--- src/rtl/cpu_sequencer.sv ---
// Fetch/decode/write-back sequencer feeding the 4-bit ALU; resolves JNC locally.
// Optional single-step gating of instruction fetch is enabled by defining CPU_SEQ_STEP_EN.
module cpu_sequencer #(
  parameter logic [3:0] RESET_PC = 4'h0
) (
  input  logic       CLK,
  input  logic       RST_N,
  output logic       IMEM_REQ,
  output logic [3:0] IMEM_ADDR,
  input  logic       IMEM_ACK,
  input  logic [7:0] IMEM_DATA,
  output logic [3:0] ALU_INST,
  output logic [3:0] ALU_DATA1,
  output logic [3:0] ALU_DATA2,
  input  logic [3:0] ALU_OUT,
  input  logic       ALU_C,
  output logic [3:0] REG_A,
  output logic [3:0] REG_B,
  output logic       CARRY,
  output logic [3:0] PC_OUT
`ifdef CPU_SEQ_STEP_EN
  ,
  input  logic       STEP
`endif
);

  typedef enum logic [1:0] {StFetch, StDecode, StExec, StWb} state_e;

  state_e     state_q, state_d;
  logic [3:0] pc_q, pc_d;
  logic [7:0] ir_q, ir_d;
  logic [3:0] reg_a_q, reg_a_d;
  logic [3:0] reg_b_q, reg_b_d;
  logic       carry_q, carry_d;
  logic [3:0] alu_inst_q, alu_inst_d;
  logic [3:0] alu_data1_q, alu_data1_d;
  logic [3:0] alu_data2_q, alu_data2_d;

  logic [3:0] opcode;
  logic [3:0] imm;
  logic       dest_a;
  logic       fetch_en;
  logic       req_int;
  logic       fetch_acc;

  assign opcode = ir_q[7:4];
  assign imm    = ir_q[3:0];
  // Move-from-B (0001) and all even opcodes target A; remaining odd opcodes target B.
  assign dest_a = (opcode == 4'b0001) | ~opcode[0];

`ifdef CPU_SEQ_STEP_EN
  logic step_q;
  logic pend_q, pend_d;

  // Rising edges collapse into one pending step, consumed when its fetch is accepted.
  assign pend_d   = (STEP & ~step_q) | (pend_q & ~fetch_acc);
  assign fetch_en = pend_q;

  always_ff @(posedge CLK or negedge RST_N) begin
    if (!RST_N) begin
      step_q <= 1'b0;
      pend_q <= 1'b0;
    end else begin
      step_q <= STEP;
      pend_q <= pend_d;
    end
  end
`else
  assign fetch_en = 1'b1;
`endif

  assign req_int   = (state_q == StFetch) & fetch_en;
  assign fetch_acc = req_int & IMEM_ACK;

  // Request drops as soon as reset asserts, independent of the clock.
  assign IMEM_REQ  = req_int & RST_N;
  assign IMEM_ADDR = pc_q;
  assign PC_OUT    = pc_q;
  assign REG_A     = reg_a_q;
  assign REG_B     = reg_b_q;
  assign CARRY     = carry_q;
  assign ALU_INST  = alu_inst_q;
  assign ALU_DATA1 = alu_data1_q;
  assign ALU_DATA2 = alu_data2_q;

  always_comb begin
    state_d     = state_q;
    pc_d        = pc_q;
    ir_d        = ir_q;
    reg_a_d     = reg_a_q;
    reg_b_d     = reg_b_q;
    carry_d     = carry_q;
    alu_inst_d  = alu_inst_q;
    alu_data1_d = alu_data1_q;
    alu_data2_d = alu_data2_q;

    unique case (state_q)
      StFetch: begin
        if (fetch_acc) begin
          ir_d    = IMEM_DATA;
          state_d = StDecode;
        end
      end
      StDecode: begin
        if (opcode == 4'b0000) begin
          pc_d    = carry_q ? (pc_q + 4'd1) : imm;
          state_d = StFetch;
        end else begin
          alu_inst_d  = opcode;
          alu_data2_d = imm;
          case (opcode)
            4'b0001:          alu_data1_d = reg_b_q;
            4'b0010, 4'b0011: alu_data1_d = imm;
            default:          alu_data1_d = dest_a ? reg_a_q : reg_b_q;
          endcase
          state_d = StExec;
        end
      end
      StExec: begin
        // ALU samples the opcode on this edge; clear it so it never re-executes.
        alu_inst_d = 4'b0000;
        state_d    = StWb;
      end
      StWb: begin
        if (dest_a) begin
          reg_a_d = ALU_OUT;
        end else begin
          reg_b_d = ALU_OUT;
        end
        carry_d = ALU_C;
        pc_d    = pc_q + 4'd1;
        state_d = StFetch;
      end
      default: state_d = StFetch;
    endcase
  end

  always_ff @(posedge CLK or negedge RST_N) begin
    if (!RST_N) begin
      state_q     <= StFetch;
      pc_q        <= RESET_PC;
      ir_q        <= 8'h00;
      reg_a_q     <= 4'h0;
      reg_b_q     <= 4'h0;
      carry_q     <= 1'b0;
      alu_inst_q  <= 4'h0;
      alu_data1_q <= 4'h0;
      alu_data2_q <= 4'h0;
    end else begin
      state_q     <= state_d;
      pc_q        <= pc_d;
      ir_q        <= ir_d;
      reg_a_q     <= reg_a_d;
      reg_b_q     <= reg_b_d;
      carry_q     <= carry_d;
      alu_inst_q  <= alu_inst_d;
      alu_data1_q <= alu_data1_d;
      alu_data2_q <= alu_data2_d;
    end
  end

endmodule
--- config.mk ---
export PLATFORM = sky130hd
export DESIGN_NAME = cpu_sequencer
export DESIGN_NICKNAME = d
export VERILOG_FILES = /design/src/rtl/cpu_sequencer.sv
export SDC_FILE = /design/constraint.sdc
export NUM_CORES = 1
export LEC_CHECK = 0
export ABC_AREA = 1
export CORE_ASPECT_RATIO = 0.7
export CORE_MARGIN = 4
export CORE_UTILIZATION = 56
export DETAILED_ROUTE_END_ITERATION = 16
export DONT_BUFFER_PORTS = 1
export PLACE_DENSITY = 0.71
export SYNTH_ARGS = -nofsm -noshare
export SYNTH_HDL_FRONTEND = slang
export SYNTH_SLANG_ARGS = --single-unit
--- constraint.sdc ---
create_clock -name CLK -period 1.21 [get_ports CLK]
set_input_delay 0.1815 -clock CLK [delete_from_list [all_inputs] [get_ports CLK]]
set_output_delay 0.1815 -clock CLK [all_outputs]
set_load 0.02 [all_outputs]
# Word-level counts from Yosys, hierarchy flattened
# Index checks and enable logic that the tools add are counted.
# W data, S select, Z words.
# word_totals
regBits	35
in_bits	16
output_inout_bits	30
word_cells	46
# op_classes
add_sub_neg	1
n_eq_ne	9
mux	10
bitwise_logic	6
reduce_logical	11
# ops
operator	count
$pmux W4 S2	3
$mux W4	4
$reduce_and A2 Y1	6
$eq A4 B2 Y1 const B	2
$pmux W2 S4	1
$add A4 B1 Y4 const B	1
$eq A2 B2 Y1 const B	2
$eq A4 B1 Y1 const B	1
$logic_not A4 Y1	1
$mux W2	2
$ne A2 B2 Y1 const B	2
$reduce_bool A2 Y1	2
$not A1 Y1	3
$and A1 B1 Y1	2
$eq A2 B1 Y1 const B	1
$logic_not A2 Y1	1
$ne A2 B1 Y1 const B	1
$reduce_or A2 Y1	1
$or A1 B1 Y1	1

# Depth between registers and ports, before layout
# depth
word_depth	4
depth_mapped	7
depth_no_buf	7

# Least setup slack after synthesis
# Ideal clock, no wire load.
# synth_timing
path_kind	register -> register
start	register ir_q[4]
end	register reg_b_q[2] (netlist: REG_B[2])
setup_time_ns	0.119
arrival_ns	1.121
path_slack_ns	-0.030
path_stages_with_launch	8
path_cell_list	dfrtp_1 inv_2 nor2_4 nand2_4 nand2_2 nor2_2 nand2_1 o21a_1
# synth_between
elab_chain_len	4
word_cells_on_any_way	5
cone_classes	1 x eq/ne; 3 x bitwise; 1 x reduce/logical
# synth_lines
item	line	source
start, declared	31	logic [7:0] ir_q, ir_d;
start signal, assigned	152	ir_q <= ir_d;
$eq A4 B1 Y1 / $not A1 Y1 (equally long branches)	49	assign dest_a = (opcode == 4'b0001) | ~opcode[0];
$or A1 B1 Y1 (*)	49	
$not A1 Y1 (no line) (*)	n/a	
$reduce_and A2 Y1 (no line) (*)	n/a	
end signal, assigned	154	reg_b_q <= reg_b_d;
end, declared	33	logic [3:0] reg_b_q, reg_b_d;
# Mark *: on every way between the ends. The rest lies on a longest branch, timed or not.
# A chain may end at the register's enable or synchronous reset.

# Final worst setup path
# layout_timing
start	register ir_q[6]
end	register alu_data1_q[2] (netlist: ALU_DATA1[2])
# layout_between
elab_chain_len	4
word_cells_on_any_way	10
cone_classes	3 x eq/ne; 2 x mux; 2 x bitwise; 3 x reduce/logical
# layout_lines
item	line	source
$eq A4 B1 Y1	49, 111	
$or A1 B1 Y1	49	
$mux W4	114	default: alu_data1_d = dest_a ? reg_a_q : reg_b_q;
$pmux W4 S2	111	case (opcode)
end signal, assigned	157	alu_data1_q <= alu_data1_d;
end, declared	36	logic [3:0] alu_data1_q, alu_data1_d;
# Parallel ways exist; a longest one is shown, timed or not.

==> results.py <==
metrics = {
    "worst_setup_path": {
        "crit_path_end_kind": "flip-flop",
        "critPathKind": "flip-flop to flip-flop",
        "slowest_stage": "dfrtp_1",
        "critPathMaxStageDelay_ns": 0.42,
        "path_max_fanout": 5,
        "crit_path_cell_trace": "nor2_4, nand3_4, buf_6, a21oi_2, a21oi_2",
        "crit_path_frequent_cell": "a21oi_2",
        "crit_family": "simple AND/OR/NAND/NOR gates",
        "worst-path-buf-inv": 1,
        "cp_data_arrival_time_ns": 1.52,
        "required_ns": 1.39,
        "start_kind": "flip-flop",
    },
    "global_routing": {
        "first_global_vias": 1492,
        "grt_pass1_wl_um": 7086,
        "grt_usage": 0.2469,
        "antenna_found_initial": 1,
        "grt_overflow": 0,
        "grt_max_degree": 36,
    },
    "synthesis": {
        "synth.avg_cell_area_um2": 8.727,
        "ys.warnings.count": 0,
        "synthesis.nets": 215,
        "yosysSeqAreaShare": 0.5069,
        "syn_inst": 198,
        "netlist-cell-type-count": 22,
        "syn_area_um2": 1728,
        "synth_seq_cells": 35,
    },
    "sta": {
        "post-route-min-period_ns": 1.336,
        "fin_crit_sh": 1.104,
        "fin_ws_ns": -0.1264,
        "fmax_mhz": 748.3,
        "relSlewSlack": 0.8106,
        "worst_clock_skew_ns": 0.006220,
        "setup_viol": 26,
        "rsz0062_at_grt": "true",
        "worst_pin_slew_ns": 0.2840,
        "hold_viol": 0,
        "final_max_slew_viol_count": 0,
    },
    "power_and_ir_drop": {
        "ir_drop_mv": 1.766,
        "p_leak_nw": 1.104,
        "power_density_nw_per_um2": 3383,
    },
    "drt": {
        "post_drt_wl_per_cell_um": 18.32,
        "top_layer_used": "met5",
        "wl_met1_um": 1956,
        "ant_nets": 0,
        "drtIter0Drc": 110,
        "firstDrtPassIters": 4,
        "drc": 0,
        "num_vias": 1556,
        "wl_um": 4927,
        "dr_wl_met3_um": 424,
        "met2RoutedLength_um": 2398,
        "viasPerCell": 5.784,
    },
    "place": {
        "dp_cells": 248,
        "port_buffers": 0,
        "place_congestion": 0.9005,
        "placed_cell_area_um2": 1882,
        "hpwl_um": 2892,
    },
    "run": {
        "cap_violations": 0,
    },
    "hold_path": {
        "hold_path_class": "input port to flip-flop",
    },
    "floorplan": {
        "ioPinCount": 46,
        "fp.dieH_um": 54.48,
        "die-area_um2": 4052,
        "rows": 16,
        "die_x_um": 74.39,
        "core_area_um2": 2883,
        "initial_core_util": 0.5994,
    },
    "clock_tree": {
        "cts_tree": "built",
        "clock_path_buffers": 2,
        "cts.root.buffer_cell": "clkbuf_8",
        "htreeDepth": 2,
        "clk_latency_ns": 0.29,
        "cts_buffers": 5,
        "cts.sinks": 35,
        "clkTransAtPathRegs_ns": 0.07,
    },
    "finish": {
        "area_delta_synth_final_pct": 31.79,
        "diodes": 0,
        "fin_cells": 269,
        "final_cell_mix": "35 x nand2_1, 33 x dfrtp_1, 23 x buf_4",
        "mostFrequentLayoutCell": "nand2_1",
        "fin_nets": 249,
        "finish.instance_area_um2": 2277,
        "final_util": 0.7899,
        "drive_gt1_frac": 0.3777,
    },
    "run_status": {
        "status": "finished with violations",
        "violations": "negative setup slack",
    },
}
[cells by family (layout without fill, tap and decap cells)]
logic type	count (synthesis)	count (layout)	share of synthesized area
DFF	35	35	0.5069
buffers and inverters	25	59	0.07168
adders and majority gates	1	1	0.007240
xor gates and xnor gates	1	1	0.005070
and+or+nand+nor	98	99	0.2752
muxes	2	2	0.01303
AOI/OAI and AO/OA	36	36	0.1209
[metal layers]
layer / GRT usage / vias up
li1: - / 711
met5: 0 / -
met2: 0.3761 / 77
met3: 0.07890 / 19
met4: 0.1331 / 2
met1: 0.3159 / 747
[Yosys cell counts]
| cell | n | share of area |
|---|---|---|
| a21oi_1 | 20 | 0.058 |
| buf_4 | 6 | 0.026 |
| buf_6 | 1 | 0.0065 |
| dfrtp_1 | 35 | 0.51 |
| ha_1 | 1 | 0.0072 |
| inv_1 | 15 | 0.033 |
| inv_2 | 3 | 0.0065 |
| mux2_2 | 2 | 0.013 |
| nand2_1 | 44 | 0.096 |
| nand2_2 | 2 | 0.0072 |
| nand2_4 | 5 | 0.033 |
| nand3_1 | 18 | 0.052 |
| nand3_4 | 1 | 0.010 |
| nor2_1 | 23 | 0.050 |
| nor2_2 | 1 | 0.0036 |
| nor2_4 | 3 | 0.020 |
| nor3b_1 | 1 | 0.0043 |
| o21a_1 | 1 | 0.0043 |
| o21ai_0 | 6 | 0.017 |
| o21ai_1 | 2 | 0.0058 |
| o21ai_2 | 7 | 0.035 |
| xor2_1 | 1 | 0.0051 |
[path summary, 6_finish.rpt]
check / slack, ns / to / startpoint / cells past startpoint
worst max-delay path: -0.13 / ALU_DATA1[2] / ir_q[6] / 5
worst min-delay path: 0.01 / REG_B[0] / ALU_OUT[0] / 2
max in group asynchronous: 0.67 / state_q[0] / RST_N / 2
min in group asynchronous: 0.34 / ir_q[4] / RST_N / 2
worst min register to register: 0.51 / state_q[0] / state_q[0] / 1
worst max register to register: -0.13 / ALU_DATA1[2] / ir_q[6] / 5
[repair_timing]
item                                    CTS  global route
cloned                                    1             0
endpoints found under the setup margin   29            32
gates resized for setup                  29            18
hold endpoints to repair                 35             0
setup buffers                             9             1
pin swaps                                 7             9
hold buffers                              2             0
[per-stage QoR]
| stage | TNS, ns | hold WS, ns | setup WS (ns) | total power, mW |
|---|---|---|---|---|
| 6_report | -1.586 | 0.01064 | -0.1264 | 7.705 |
| 5_1_grt | -2.545 | 0.02879 | -0.1528 | 8.151 |
| 4_1_cts | -0.4768 | 0.008415 | -0.05828 | 7.242 |
| 3_5_place_dp | -0.5824 | -0.1134 | -0.08679 | 5.649 |
| 3_3_place_gp | -0.2289 | -0.1133 | -0.05433 | 5.524 |
| 2_1_floorplan | 0 | -0.1141 | 0.009967 | 4.793 |
[layout make-up]
cell class	count	area, um2
well taps	36	45.04
repair buffers	33	301.5
multi-input cells	139	872.1
fillers	185	605.6
clock buffers	8	100.1
inverters	18	80.08
flip-flops and latches	35	878.3
[sequential cells by signal, indices dropped and copies added, names as in the netlist, named ones only]
name       count
ALU_DATA2      4
CARRY          1
ALU_DATA1      4
state_q        1
IMEM_ADDR      4
REG_B          4
ir_q           8
REG_A          4
ALU_INST       4
[report_power, final]
part	internal, mW	switching (mW)	total (mW)
sequential	1.75	0.892	2.65
clock	0.520	0.424	0.943
combinational	1.66	2.46	4.11
total	3.93	3.77	7.70
No activity file was read; power rests on OpenSTA's default activity.
